--- src/rtl/riscv_v_rf_wb_arbiter.sv ---
// Writeback arbiter and busy scoreboard for the vector RF's single byte-enabled write port.
// Define RISCV_V_WB_ARB_RR_EN for round-robin arbitration; otherwise the load/store unit has fixed priority.
module riscv_v_rf_wb_arbiter #(
  parameter int NUM_REGS   = 32,
  parameter int ADDR_WIDTH = 5,
  parameter int DATA_WIDTH = 128,
  parameter int NUM_BYTES  = DATA_WIDTH / 8
) (
  input  logic                  clk,
  input  logic                  rst,
  input  logic                  req0_valid,
  output logic                  req0_ready,
  input  logic [ADDR_WIDTH-1:0] req0_addr,
  input  logic [DATA_WIDTH-1:0] req0_data,
  input  logic [NUM_BYTES-1:0]  req0_be,
  input  logic                  req1_valid,
  output logic                  req1_ready,
  input  logic [ADDR_WIDTH-1:0] req1_addr,
  input  logic [DATA_WIDTH-1:0] req1_data,
  input  logic [NUM_BYTES-1:0]  req1_be,
  input  logic                  rsv_valid,
  input  logic [ADDR_WIDTH-1:0] rsv_addr,
  output logic                  rsv_ready,
  output logic [ADDR_WIDTH-1:0] rf_wr_addr,
  output logic [DATA_WIDTH-1:0] rf_wr_data,
  output logic [NUM_BYTES-1:0]  rf_wr_en,
  output logic [NUM_REGS-1:0]   busy
);

  // Handshake: a transfer happens in any cycle where valid && ready; ready is
  // combinational, never high without its valid, and at most one ready is high.
  logic                  gnt0, gnt1, xfer;
  logic [ADDR_WIDTH-1:0] wb_addr;
  logic [DATA_WIDTH-1:0] wb_data;
  logic [NUM_BYTES-1:0]  wb_be;
  logic [NUM_REGS-1:0]   busy_clr, busy_n;

`ifdef RISCV_V_WB_ARB_RR_EN
  logic lg;  // last-granted requester; the other one wins a conflict

  always_comb begin
    gnt0 = req0_valid && (!req1_valid || lg);
    gnt1 = req1_valid && (!req0_valid || !lg);
  end

  always_ff @(posedge clk) begin
    if (rst) lg <= 1'b1;
    else if (xfer) lg <= gnt1;
  end
`else
  always_comb begin
    gnt1 = req1_valid;
    gnt0 = req0_valid && !req1_valid;
  end
`endif

  assign req0_ready = gnt0;
  assign req1_ready = gnt1;
  assign xfer       = gnt0 || gnt1;

  always_comb begin
    wb_addr = gnt1 ? req1_addr : req0_addr;
    wb_data = gnt1 ? req1_data : req0_data;
    wb_be   = gnt1 ? req1_be   : req0_be;
  end

  // Clear is applied before the reservation check so a register retiring this
  // cycle can be re-reserved immediately; the set then wins over the clear.
  always_comb begin
    busy_clr  = busy;
    rsv_ready = 1'b0;
    busy_n    = '0;
    for (int i = 0; i < NUM_REGS; i++) begin
      if (xfer && (wb_addr == ADDR_WIDTH'(i))) busy_clr[i] = 1'b0;
    end
    busy_n = busy_clr;
    for (int i = 0; i < NUM_REGS; i++) begin
      if (rsv_addr == ADDR_WIDTH'(i)) begin
        rsv_ready = !busy_clr[i];
        if (rsv_valid && !busy_clr[i]) busy_n[i] = 1'b1;
      end
    end
  end

  always_ff @(posedge clk) begin
    if (rst) begin
      rf_wr_addr <= '0;
      rf_wr_data <= '0;
      rf_wr_en   <= '0;
      busy       <= '0;
    end else begin
      rf_wr_en <= xfer ? wb_be : '0;
      if (xfer) begin
        rf_wr_addr <= wb_addr;
        rf_wr_data <= wb_data;
      end
      busy <= busy_n;
    end
  end

endmodule

--- config.mk ---
export PLATFORM = sky130hd
export DESIGN_NAME = riscv_v_rf_wb_arbiter
export DESIGN_NICKNAME = d
export VERILOG_FILES = /design/src/rtl/riscv_v_rf_wb_arbiter.sv
export SDC_FILE = /design/constraint.sdc
export NUM_CORES = 1
export LEC_CHECK = 0
export ABC_AREA = 1
export ABC_CLOCK_PERIOD_IN_PS = 2100
export CAP_MARGIN = 40
export CORE_AREA = 5 5 187 189
export DETAILED_ROUTE_END_ITERATION = 12
export DIE_AREA = 0 0 192 194
export HOLD_SLACK_MARGIN = 0.08
export PLACE_DENSITY = 0.58
export SLEW_MARGIN = 20
export SYNTH_ARGS = -nofsm -noshare
export SYNTH_HDL_FRONTEND = slang
export SYNTH_SLANG_ARGS = --single-unit
--- constraint.sdc ---
create_clock -name clk -period 2.1 [get_ports clk]
set_clock_uncertainty 0.1 [all_clocks]
set_input_delay 0.21 -clock clk [delete_from_list [all_inputs] [get_ports clk]]
set_output_delay 0.21 -clock clk [all_outputs]
set_load 0.02 [all_outputs]
# Word-level counts from Yosys, hierarchy flattened
# Cells that the tools add are included.
# classes
bitwise_logic	1
eq_ne	62
n_reduce_logical	102
n_mux	131
# op_table
operator	count
== test 5 bit, second input constant	32
2-to-1 mux 1 bit	128
2-to-1 mux 128 bit	1
== test 5 x 4 -> 1 bit, second input constant	16
logical AND 1 bit	65
== test 5 x 3 -> 1 bit, second input constant	8
zero test 1 bit	33
== test 5 x 2 -> 1 bit, second input constant	4
2-to-1 mux 16 bit	1
== test 5 x 1 -> 1 bit, second input constant	2
zero test 5 bit	2
2-to-1 mux 5 bit	1
OR reduction 2 bit	1
logical OR 1 bit	1
inverter 1 bit	1
# word_totals
input_bits	308
wordCells	300
output_inout_bits	184
ff_bits	181

# Longest topological paths before layout
# depth
word_depth	38
depth_mapped	26
mapped_depth_nobuf	24

# Worst setup path after synthesis
# Ideal clock, no wire load.
# synth_timing
kind	input port to output port
start	in req1_valid
end	out rsv_ready
path_buffers	2
arrival_time_ns	2.024
path_slack_ns	-0.234
required_ns	1.790
stages	25
cell_sequence	buf_6 inv_6 buf_12 nand2_4 nand2_4 nor2_4 nand2_2 o21ai_2 and2_0 nor2_1 nand4_1 nand2_1 nand3_1 nand2_1 nand3_1 nand2_1 nand4_1 nand2_1 nand4_1 nand2_1 nand4_1 nand2_1 nand3_1 nand2_1 nand4_1
# synth_via
elab_chain_cells	38
elab_cells_between_ends	164
classes_between	eq/ne (31); mux (65); reduce/logical (68)
# synth_lines
element	line_no	source
start, declared	16	input logic req1_valid,
parallel branches: the longest is 37 deep, another holds 2-to-1 mux 5 bit	-	
2-to-1 mux 1 bit *	78	if (rsv_addr == ADDR_WIDTH'(i)) begin
end, declared	23	output logic rsv_ready,
# Every way passes the cells marked *.

# Worst setup path after layout
# layout_timing
start	in req1_addr[1]
end	out rsv_ready
# layout_via
elab_chain_cells	37
elab_cells_between_ends	161
classes_between	eq/ne (31); mux (65); reduce/logical (65)
# layout_lines
element	line_no	source
start, declared	18	input logic [ADDR_WIDTH-1:0] req1_addr,
2-to-1 mux 5 bit *	62	wb_addr = gnt1 ? req1_addr : req0_addr;
zero test 5 bit	74	if (xfer && (wb_addr == ADDR_WIDTH'(i))) busy_clr[i] = 1'b0;
logical AND 1 bit	74	
2-to-1 mux 1 bit	74	
zero test 1 bit	79	rsv_ready = !busy_clr[i];
2-to-1 mux 1 bit (31 in series)	78	
2-to-1 mux 1 bit *	78	
# Every way passes the cells marked *; elsewhere a longest branch is shown, timed or not.

==> results.md <==
- The flow ran to the end, but the final reports show violations.
- The checks that failed: setup timing.
- The maximum VDD drop is 0.510 mV.
- The worst max-slew margin expressed relative to the limit is 47.4%.
- The number of primary I/O pins is 492.
- The final-report max-slew violation count came to 0.
- The total number of H-tree levels is 4.
- After layout, the minimum clock period comes to 2670 ps.
- The final number of hold-violating endpoints is 0.
- The kind of capture point of the worst setup path is a primary output.
- The most frequent standard cell in the layout excluding fill and tap cells is sky130_fd_sc_hd__nand2_1.
- For the pin with the worst max-slew slack, the measured transition is 789 ps.
- Clock tree synthesis found a total of 181 sinks.
- After detailed routing, the average wire length per cell comes to 16.6 um.
- The vertical extent of the die is 194 um.
- Buffers inserted during clock tree synthesis total 17.
- Global routing consumed, on the met3 layer, under 10% of the routing resources.
- The worst setup path is launched from a primary input.
- The final instance count without filler cells is 2360.
- Setup repair after global routing could not meet its margin everywhere.
- Along the worst path, the maximum fanout reaches 3.
- Of the synthesized area, sequential elements account for about 42%.
- The routing layer with the top usage in global route is met2.
- In this run the horizontal extent of the chip is ~190 um.
- The number of optimization iterations in the first detailed-route pass is 5.
- The gate count after technology mapping is ~1300.
- The top cell types in the final layout, fill and taps aside, are 602 x sky130_fd_sc_hd__nand2_1, 473 x sky130_fd_sc_hd__clkdlybuf4s50_1, 177 x sky130_fd_sc_hd__dfxtp_1.
- Counting the fill cells in the layout gives 3392.
- The average instance in the mapped netlist occupies around 6.5 um2.
- The via count of the first global-routing pass is 9924.
- The DRC violation count after routing is 0.
- The final weighted congestion in routability-driven placement is 0.893.
- The TritonCTS clock tree is done.
- The initial antenna violation count is 3.
- The met2 capacity usage during global routing is 34.7%.
- The completed layout was analyzed and its total power is approximately 9 mW.
- The share of the clock period used by the worst path is 127%.
- The total instance count after detailed placement is between 2000 and 2500.
- The number of nets handed over by synthesis was approximately 1600.
- In this run the standard cell core region covers 33100 um2.
- The overall fraction of global-route tracks in use is 20.1%.
- The initial utilization of the core area, before any placement, comes to 25.8%.
- Detailed routing inserted a total of 10200 vias.
- The per-cell via count in the routed design is 4.33.
- STA puts the critical path data arrival time at 2360 ps.
- The initialized floorplan defines 67 standard-cell rows.
- The Yosys warning count is 0.
- The worst-case hold slack is 98.4 ps.
- The number of max-capacitance violations reported is 0.
- The synthesized design contains 181 register bits.
- The later-pin clock latency in the skew report is around 440 ps.
- In the final layout, the share of cells above drive strength 1 is between 10% and 20%.
- In the post-route analysis, the smallest setup slack over all paths is -574 ps.
- The leftover overflow at the end of global routing is 0.
- The detailed router finished its first iteration with 474 violations.
- The ratio of total power to cell area is 597 nW/um2.
- The maximum clock frequency is ~0.37 GHz.
- The first global-routing pass estimated 58.3 mm of wire.
- The final-stage net count is 2204.
- Buffers placed on the I/O ports in this run total around 490.
- The worst setup path is of the primary input to primary output kind.
- Summed over all layers, the routed wires come to 39.3 mm.
- The data required time of the critical path is about 1800 ps.
- The netlist area before placement is 8530 um2.
- After clock tree synthesis, the clock-pin slew on the worst setup and hold paths is 70 ps.
- The clock passes through at most 2 buffers.
- CTS placed an instance of sky130_fd_sc_hd__clkbuf_16 at the clock tree root.
- The class of the worst hold path is primary input to register.
- The total half-perimeter wirelength after legalization and detailed placement is approximately 30 mm.
- The met1 capacity usage during global routing is 23.4%.
- The maximum number of pins on one net before global-route repair is 73.
- The die outline area is 37200 um2.
- The number of nets with antenna violations after detailed routing is 0.
- The netlist uses 28 different library cells.
- Setup violations remaining at the end of the flow were counted as 1.
- The layout overhead on the synthesized area is 81.8%.
- The leakage power total is 7.53 nW.
power by group:
group / switching [mW] / leakage [nW] / internal [mW] / total [mW]
Clock: 1.51 / 0.269 / 1.77 / 3.28
Sequential: 0.0972 / 1.49 / 3.63 / 3.72
Combinational: 1.07 / 5.77 / 1.18 / 2.25
critical path: stages:
cell                              delay (ps)
sky130_fd_sc_hd__clkdlybuf4s15_1         220
sky130_fd_sc_hd__inv_1                   100
sky130_fd_sc_hd__nand2_2                  70
sky130_fd_sc_hd__nand2_4                 100
sky130_fd_sc_hd__nor2_4                   50
sky130_fd_sc_hd__nand2_2                  70
sky130_fd_sc_hd__o21ai_2                  50
sky130_fd_sc_hd__and2_1                  140
sky130_fd_sc_hd__nor2_2                  100
sky130_fd_sc_hd__nand4_1                 100
sky130_fd_sc_hd__nand2_1                 100
sky130_fd_sc_hd__nand3_2                  70
sky130_fd_sc_hd__nand2_1                  70
sky130_fd_sc_hd__nand3_1                  60
sky130_fd_sc_hd__nand2_1                  70
sky130_fd_sc_hd__nand4_1                  70
sky130_fd_sc_hd__nand2_1                  70
sky130_fd_sc_hd__nand4_1                  70
sky130_fd_sc_hd__nand2_1                  70
sky130_fd_sc_hd__nand4_1                  70
sky130_fd_sc_hd__nand2_1                  70
sky130_fd_sc_hd__nand3_1                  60
sky130_fd_sc_hd__nand2_1                  60
sky130_fd_sc_hd__nand4_1                  80
sky130_fd_sc_hd__buf_4                   170
kinds of logic (layout without fill, tap and decap cells):
group | Yosys count | count (layout) | share of synthesized area [%]
AO/OA/AOI/OAI | 146 | 146 | 10.6
buffers and inverters | 245 | 833 | 11.2
flip-flops | 181 | 181 | 42.5
other | 0 | 3 | 0
AND/OR/NAND/NOR | 749 | 749 | 35.7
what timing repair did:
item	CTS	global route
endpoints found under the setup margin	62	52
gates cloned	1	0
resized for setup	46	18
hold buffers	0	0
hold endpoints to repair	0	0
pin swaps	28	16
buffers inserted	9	6
layout make-up:
type	instances	area (um2)	area share, %
timing repair buffer	631	6050	39.0
clock inverter	13	149	0.960
multi-input combinational	895	4020	25.9
sequential	181	3630	23.4
inverter	170	656	4.23
clock buffer	19	433	2.79
antenna	3	7.51	0.0484
tap	448	561	3.62
worst paths after layout:
kind              cells after the start       endpoint  slack, ps         start
setup / recovery                     25      rsv_ready       -570  req1_addr[1]
hold / removal                        5  rf_wr_addr[0]        100  req1_addr[0]
setup reg to reg                      4       busy[26]       1040      busy[26]
hold reg to reg                       2        busy[3]        370       busy[3]
Yosys cell counts (all sizes together):
master  number  share of area (%)
nor3        10               0.59
nand3       69                4.1
nand2      624                 28
and2         1              0.073
inv        168                7.5
clkinv       2              0.088
clkbuf      57                2.5
a22oi       68                6.0
o22ai        1              0.073
dfxtp      181                 42
nor2        40                2.4
a21oi       43                2.5
buf         18                1.1
nand4        5               0.37
o21ai       34                2.0
per-stage QoR:
stage | utilization, % | cell area (um2) | setup WS, ps | TNS (ps)
final | 46.8 | 15500 | -574 | -574
after detailed placement | 44.5 | 14700 | -1370 | -62510
after CTS | 46.6 | 15400 | -645 | -645
after global routing | 46.8 | 15500 | -982 | -982
after floorplan | - | 8530 | -234 | -234
after global placement | 44.4 | 14700 | -1300 | -93310
registers in the layout, indices dropped and copies added, names as in the netlist:
name,cells
busy,32
rf_wr_addr,5
rf_wr_data,128
rf_wr_en,16
metal layers:
layer / vias up / share of wire [%]
li1: 5214 / -
met1: 4605 / 40
met4: 0 / 2.5
met3: 55 / 8.6
met5: - / 0
met2: 350 / 49
No activity file was read; power rests on OpenSTA's default activity.
